$ cat src/rtl/q2fsm_pkg.sv
// Shared types and helpers for the time-multiplexed sequence-detector scheduler.
package q2fsm_pkg;

    // Detector states; codes 6 and 7 are never produced and read back as A.
    typedef enum logic [2:0] {
        ST_A = 3'd0,
        ST_B = 3'd1,
        ST_C = 3'd2,
        ST_D = 3'd3,
        ST_E = 3'd4,
        ST_F = 3'd5
    } state_t;

    localparam state_t ST_RESET = ST_A;

    // Detect flag is a pure function of the state just entered.
    function automatic logic is_detect(input state_t s);
        return (s == ST_E) || (s == ST_F);
    endfunction

endpackage

$ cat src/rtl/q2fsm_step.sv
// Combinational single-step of the six-state detector, shared across channels.
module q2fsm_step
    import q2fsm_pkg::*;
(
    input  logic [2:0] state_i,
    input  logic       w_i,
    output state_t     next_o,
    output logic       z_o
);

    // Next-state table; illegal codes behave exactly like A.
    always_comb begin
        next_o = ST_A;
        case (state_i)
            ST_A:    next_o = w_i ? ST_B : ST_A;
            ST_B:    next_o = w_i ? ST_C : ST_D;
            ST_C:    next_o = w_i ? ST_E : ST_D;
            ST_D:    next_o = w_i ? ST_F : ST_A;
            ST_E:    next_o = w_i ? ST_E : ST_D;
            ST_F:    next_o = w_i ? ST_C : ST_D;
            default: next_o = w_i ? ST_B : ST_A;
        endcase
        z_o = is_detect(next_o);
    end

endmodule

$ cat src/rtl/q2fsm_ctx_sched.sv
// Round-robin scheduler sharing one detector step engine across NCH channel contexts.
module q2fsm_ctx_sched
    import q2fsm_pkg::*;
#(
    parameter  int NCH = 4,
    localparam int CW  = $clog2(NCH)
) (
    input  logic           clk,
    input  logic           reset,
    input  logic [NCH-1:0] in_valid,
    input  logic [NCH-1:0] in_w,
    output logic [NCH-1:0] in_ready,
    input  logic [NCH-1:0] clear,
    output logic           out_valid,
    output logic [CW-1:0]  out_ch,
    output logic           out_z,
    output logic [2:0]     out_state
);

    state_t          ctx_q [NCH];
    state_t          ctx_d [NCH];
    logic [CW-1:0]   ptr_q, ptr_d;
    logic            out_valid_q, out_valid_d;
    logic [CW-1:0]   out_ch_q, out_ch_d;
    logic            out_z_q, out_z_d;
    state_t          out_state_q, out_state_d;

    logic            grant_vld;
    logic [CW-1:0]   grant_idx;
    logic [CW:0]     scan_idx;
    logic [2:0]      step_cur;
    state_t          step_next;
    logic            step_z;

    // Search from ptr upward with wrap; first requester wins.
    always_comb begin
        grant_vld = 1'b0;
        grant_idx = '0;
        scan_idx  = '0;
        for (int i = 0; i < NCH; i++) begin
            scan_idx = {1'b0, ptr_q} + (CW+1)'(i);
            if (scan_idx >= (CW+1)'(NCH)) scan_idx = scan_idx - (CW+1)'(NCH);
            if (!grant_vld && in_valid[scan_idx[CW-1:0]]) begin
                grant_vld = 1'b1;
                grant_idx = scan_idx[CW-1:0];
            end
        end
    end

    // One-hot grant, all-zero when nobody requests.
    always_comb begin
        in_ready = '0;
        if (grant_vld) in_ready[grant_idx] = 1'b1;
    end

    // A same-cycle clear makes the consumed bit step from A.
    assign step_cur = clear[grant_idx] ? ST_RESET : ctx_q[grant_idx];

    q2fsm_step u_step (
        .state_i (step_cur),
        .w_i     (in_w[grant_idx]),
        .next_o  (step_next),
        .z_o     (step_z)
    );

    // Context, pointer and result-register next values.
    always_comb begin
        for (int c = 0; c < NCH; c++) begin
            ctx_d[c] = ctx_q[c];
            if (clear[c]) ctx_d[c] = ST_RESET;
            if (grant_vld && (grant_idx == CW'(c))) ctx_d[c] = step_next;
        end
        ptr_d       = ptr_q;
        out_valid_d = grant_vld;
        out_ch_d    = out_ch_q;
        out_z_d     = out_z_q;
        out_state_d = out_state_q;
        if (grant_vld) begin
            ptr_d       = (grant_idx == CW'(NCH-1)) ? '0 : grant_idx + 1'b1;
            out_ch_d    = grant_idx;
            out_z_d     = step_z;
            out_state_d = step_next;
        end
    end

    // State registers; reset dominates clear and grants.
    always_ff @(posedge clk) begin
        if (reset) begin
            for (int c = 0; c < NCH; c++) ctx_q[c] <= ST_RESET;
            ptr_q       <= '0;
            out_valid_q <= 1'b0;
            out_ch_q    <= '0;
            out_z_q     <= 1'b0;
            out_state_q <= ST_RESET;
        end else begin
            for (int c = 0; c < NCH; c++) ctx_q[c] <= ctx_d[c];
            ptr_q       <= ptr_d;
            out_valid_q <= out_valid_d;
            out_ch_q    <= out_ch_d;
            out_z_q     <= out_z_d;
            out_state_q <= out_state_d;
        end
    end

    assign out_valid = out_valid_q;
    assign out_ch    = out_ch_q;
    assign out_z     = out_z_q;
    assign out_state = out_state_q;

endmodule

$ cat config.mk
export PLATFORM = sky130hd
export DESIGN_NAME = q2fsm_ctx_sched
export DESIGN_NICKNAME = d
export VERILOG_FILES = /design/src/rtl/q2fsm_pkg.sv /design/src/rtl/q2fsm_step.sv /design/src/rtl/q2fsm_ctx_sched.sv
export SDC_FILE = /design/constraint.sdc
export NUM_CORES = 1
export LEC_CHECK = 0
export CORE_UTILIZATION = 33
export CTS_CLUSTER_DIAMETER = 150
export DETAILED_ROUTE_END_ITERATION = 8
export PLACE_DENSITY = 0.65
export SYNTH_ARGS = -nofsm -noshare
export SYNTH_HDL_FRONTEND = slang
export SYNTH_SLANG_ARGS = --single-unit
export TNS_END_PERCENT = 50
$ cat constraint.sdc
create_clock -name clk -period 2.4 [get_ports clk]
set_clock_uncertainty 0.2 [all_clocks]
set_input_delay 0.24 -clock clk [delete_from_list [all_inputs] [get_ports clk]]
set_output_delay 0.24 -clock clk [all_outputs]
set_load 0.05 [all_outputs]
* After elaboration in Yosys (flattened, before gate mapping)
Memory sizes are Yosys's and may differ from the RTL's.
Index checks and enable logic that the tools add are counted.
** Storage, ports and cells
- Flip-flop bits (word level) :: 9
- Memory bits (writable) :: 12
- Output and inout bits :: 11
- Memories :: 1
** Operators by class
- Add/subtract/negate cells :: 8
- Order comparisons :: 10
- Equality and inequality tests :: 14
- Multiplexer cells :: 49
- Bitwise logic cells :: 4
- Reductions and logical operators :: 19
** Memory list
- ctx_q :: words 4, width 3, rd ports 1, clocked after Yosys merged registers in 0, write ports 4, line q2fsm_ctx_sched.sv:20 : state_t ctx_q [NCH];
** Operators by type and width (number)
- 3-bit two-way mux :: 15
- 2-bit two-way mux :: 9
- 1-bit two-way mux :: 16
- 2-bit by 3-bit < comparator with 1-bit output (second input constant) :: 5
- 1-bit binary-select mux with 2-bit select :: 6
- 3-bit == test (second input constant) :: 4
- 3-bit greater-or-equal comparator (second input constant) :: 3
- 3-bit case mux with 3 select lines :: 1
- 1-bit logical AND :: 8
- 2-bit inequality test (second input constant) :: 4
- 2-bit AND reduction :: 4
- 2-bit by 1-bit subtractor with 2-bit output (second input constant) :: 4
- 2-bit by 2-bit adder with 3-bit output (second input constant) :: 2
- 3-bit by 2-bit == test with 1-bit output (second input constant) :: 2
- 2-bit == test (second input constant) :: 2
- 4-bit two-way mux :: 1
- 1-bit bitwise OR :: 4
- 2-bit OR reduction :: 2
- 2-bit by 1-bit adder with 3-bit output (second input constant) :: 1
- 3-bit by 1-bit == test with 1-bit output (second input constant) :: 1
- 2-bit by 3-bit greater-or-equal comparator with 1-bit output (second input constant) :: 1
- 1-bit logical NOT :: 3
- 2-bit by 1-bit adder with 2-bit output (second input constant) :: 1
- 1-bit demux with 2-bit select :: 1
- other kinds (4) :: 4

* Depth between registers and ports, before layout
- Depth in word-level cells :: 22
- Mapped depth :: 10

* By module
From an unflattened synthesis, not the netlist that was laid out.
** Unflattened totals
- Cell total of the unflattened synthesis :: 139
- Area, all modules :: 1277.5 um^2
** Modules (own cells, without submodules)
- q2fsm_ctx_sched :: instances 1, cells each 128, area each 1211.2 um^2, sequential area each 540.5 um^2
- q2fsm_step :: instances 1, cells each 11, area each 66.3 um^2, sequential area each 0.0 um^2

* Worst setup path before layout
Ideal clock, no wire load.
- Kind :: flip-flop to flip-flop
- Start point :: reg ptr_q[0]
- End point :: mem ctx_q[1][0] (netlist bit) (enable)
- Arrival :: 2.209 ns
- Setup slack :: -0.312 ns
- Cell stages (with the launch flop) :: 8
- Path buffers :: 0
- Clock period less this slack :: 2.712 ns
- Path through :: dfxtp_1 > nand2b_1 > a21oi_1 > a211o_1 > clkinv_2 > ha_1 > nor2b_1 > or3_1
** RTL lines
- from (decl) :: line q2fsm_ctx_sched.sv:22 : logic [CW-1:0] ptr_q, ptr_d;
- from (signal assigned) :: line q2fsm_ctx_sched.sv:97 : ptr_q <= ptr_d;
- to (decl) :: line q2fsm_ctx_sched.sv:20

==> results.cfg <==
[logic_synthesis]
synth_cell_types = 37
synth_edf_count = 12
synthTopCellsByCount = nand2_1, nand3_1, nor2_1
synth.most_common_cell = nand2_1
yosysTopAreaCellShare_pct = 28.9
ys_ff_latch = 21
synth_largest_area_cell = edfxtp_1
syn-instance-count = 142
syn_area_um2 = 1250
yosysWarnings = 0
netlist_top_cells_area = edfxtp_1, dfxtp_1, nand3_1, nand2_1, nor2_1
seq_area_frac_synth_pct = 43.3
synth_nets = 160
synthArstFlopShare_pct = 0
syn_area_per_cell_um2 = 8.79
synth_flop_cell = edfxtp_1

[critical_path]
regToRegSetupSlack_ns = -0.07
crit_arrival_ns = 2.30
required_ns = 2.23
cp-startpoint = ptr_q[1]
endpoint = ctx_q[3][0]
critical_path_class = reg2reg
crit_fanout = 6
endpoint_kind = flip-flop
reg2reg_to = ctx_q[3][0]
worstRegToRegCells = 11
cp-start-kind = flip-flop
worstReg2RegStart = ptr_q[1]

[pwr]
p_leak_uw = 0.000914
p_per_area_nw_per_um2 = 858
p_switching_uw = 805
clkPwrFrac_pct = 12.3
comb_power_share_pct = 63.2
p_int_uw = 1160
seq_power_share_pct = 24.6
max-vdd-ir-drop_uv = 321
p_sw_share_pct = 40.9

[floorplan]
die_w_um = 63.5
die_h_um = 63.5
num_rows = 21
core-area_um2 = 3470
initial_core_util_pct = 36.0
io_pins = 25
dieArea_um2 = 4030

[clock_tree]
cts_sinks = 21
clock_latency_ns = 0.27
hold_buffers = 0
cts_max_path_buffers = 2
h-tree-depth = 1
tritoncts = done
cts_root_buf = clkbuf_8
numCtsBuffers = 3
clk_pin_slew_ns = 0.08

[placement]
placed_cells = 244
detailedPlace.worstSlack_ns = -0.629
dpl.hpwl_um = 2780
portBuffers = 24
gp_congestion = 0.883
postPlaceCellArea_um2 = 1860

[route]
post_drt_via_cell_ratio = 5.51
vias = 1404
first_pass_iters = 4
dr.first_iter.drc_count = 125
postRouteAntennaNets = 0
wl_um = 4370
wl_per_cell_um = 17.1
drc_errors = 0

[timing]
fin_crit_ns = 2.47
finalHoldViolations = 0
post-route-period-util_pct = 103
holdWs_ns = 0.258
setup_viol = 12
relSlewSlack_pct = 58.4
drv_slew = 0
setup_slack_ns = -0.0675
tightest_slew_ns = 0.622
rsz0062_at_grt = true
max_clock_freq_mhz = 405

[global_route]
grt_first_pass_wirelength_um = 6610
grt_antenna_before_repair = 0
track_usage_pct = 21.6
grt_pass1_vias = 1337
grt_overflow = 0
grt_max_degree = 13

[final_layout]
insertedDiodeCount = 0
fin_nets = 228
fin_util_pct = 66.2
multiInputGateArea_um2 = 953
fin_area_um2 = 2290
fill_cells = 279
seqCellArea_um2 = 546
drive_above_1_share_pct = 47.8
final_cells = 255
syn_to_final_growth_pct = 83.8

[status]
violations = negative setup slack
status = finished with violations

[hold_path]
whs_path_depth = 2
min_path_type = reg2reg

[job]
max-cap-violations = 0
[through the flow]
step	power, uW	setup TNS (ns)
final	1970	-0.492
after detailed placement	1390	-14.40
after global placement	1370	-13.05
after global routing	2060	-1.78
after CTS	1800	-0.392
after floorplan	961	-0.141
[critical path: stages, from the launching register on]
cell	delay [ns]
dfxtp_2	0.35
nand2_2	0.07
a211o_4	0.38
buf_12	0.14
nand2_8	0.09
a211oi_4	0.08
buf_4	0.14
a211o_1	0.22
mux2i_1	0.18
xnor2_1	0.14
buf_4	0.19
nor2_2	0.04
[layer usage]
metal | wire length [um] | vias to the layer above | GRT usage [%] | part of all wire (%)
met5 | 0 | - | 0 | 0
met4 | 78 | 0 | 9.09 | 1.8
met3 | 337 | 10 | 2.72 | 7.7
met2 | 2240 | 74 | 34.7 | 51
met1 | 1720 | 673 | 28.9 | 39
li1 | - | 647 | - | -
[timing repair]
action                                  4_1_cts  5_1_grt
pin swaps                                    14       14
endpoints found under the setup margin       32       26
gates cloned                                  0        0
setup buffers                                 6        5
resized for setup                            46       22
[power groups by stage]
stage / Sequential [uW] / Combinational, uW / Clock (uW)
detailed placement: 485 / 901 / 0
floorplan: 554 / 407 / 0
global placement: 482 / 890 / 0
finish: 484 / 1240 / 242
global route: 489 / 1310 / 260
CTS: 480 / 1080 / 243
[sequential cells by signal, summed over array words and instances, names as in the netlist]
name       flops
out_ch         2
ptr_q          2
ctx_q         12
out_valid      1
out_state      3
out_z          1
[cell families (layout without fill, tap and decap cells)]
family / Yosys count / in the layout / synth area share, %
AND/OR/NAND/NOR: 74 / 74 / 30.2
adder cells (fa/ha/maj): 4 / 4 / 4.01
AO/OA/AOI/OAI: 32 / 32 / 17.5
flip-flops: 21 / 21 / 43.3
XOR/XNOR: 1 / 1 / 0.702
buffers and inverters: 9 / 76 / 3.51
multiplexers: 1 / 1 / 0.802
[worst min-delay path by stage]
stage / start / end / slack [ns]
finish: out_ch[1] / out_ch[1] / 0.26
global route: out_ch[0] / out_ch[0] / 0.29
CTS: out_ch[1] / out_ch[1] / 0.26
detailed placement: out_ch[1] / out_ch[1] / 0.25
global placement: out_z / out_z / 0.24
floorplan: reset / out_valid / 0.19
[cell type report]
type | instances | area share [%]
timing repair buffer | 67 | 28.8
tap | 46 | 2.51
sequential | 21 | 23.8
inverter | 5 | 1.36
multi-input combinational | 112 | 41.5
clock buffer | 4 | 1.96
[cells in the final DEF, fill, tap and decap left out, drive strengths merged, types with 4 or more instances in the layout]
| master | Yosys | routed |
|---|---|---|
| a211oi | 5 | 5 |
| o21ai | 7 | 7 |
| nand2 | 18 | 18 |
| or3 | 5 | 5 |
| nand3 | 15 | 15 |
| clkdlybuf4s50 | 0 | 16 |
| clkbuf | 2 | 4 |
| nor2b | 6 | 6 |
| and3 | 7 | 7 |
| buf | 2 | 47 |
| a21oi | 8 | 8 |
| dfxtp | 9 | 9 |
| edfxtp | 12 | 12 |
| inv | 4 | 4 |
| ha | 4 | 4 |
| nor2 | 14 | 14 |
| dlygate4sd2 | 0 | 4 |
Note: power is estimated with default switching activity, not from simulation.
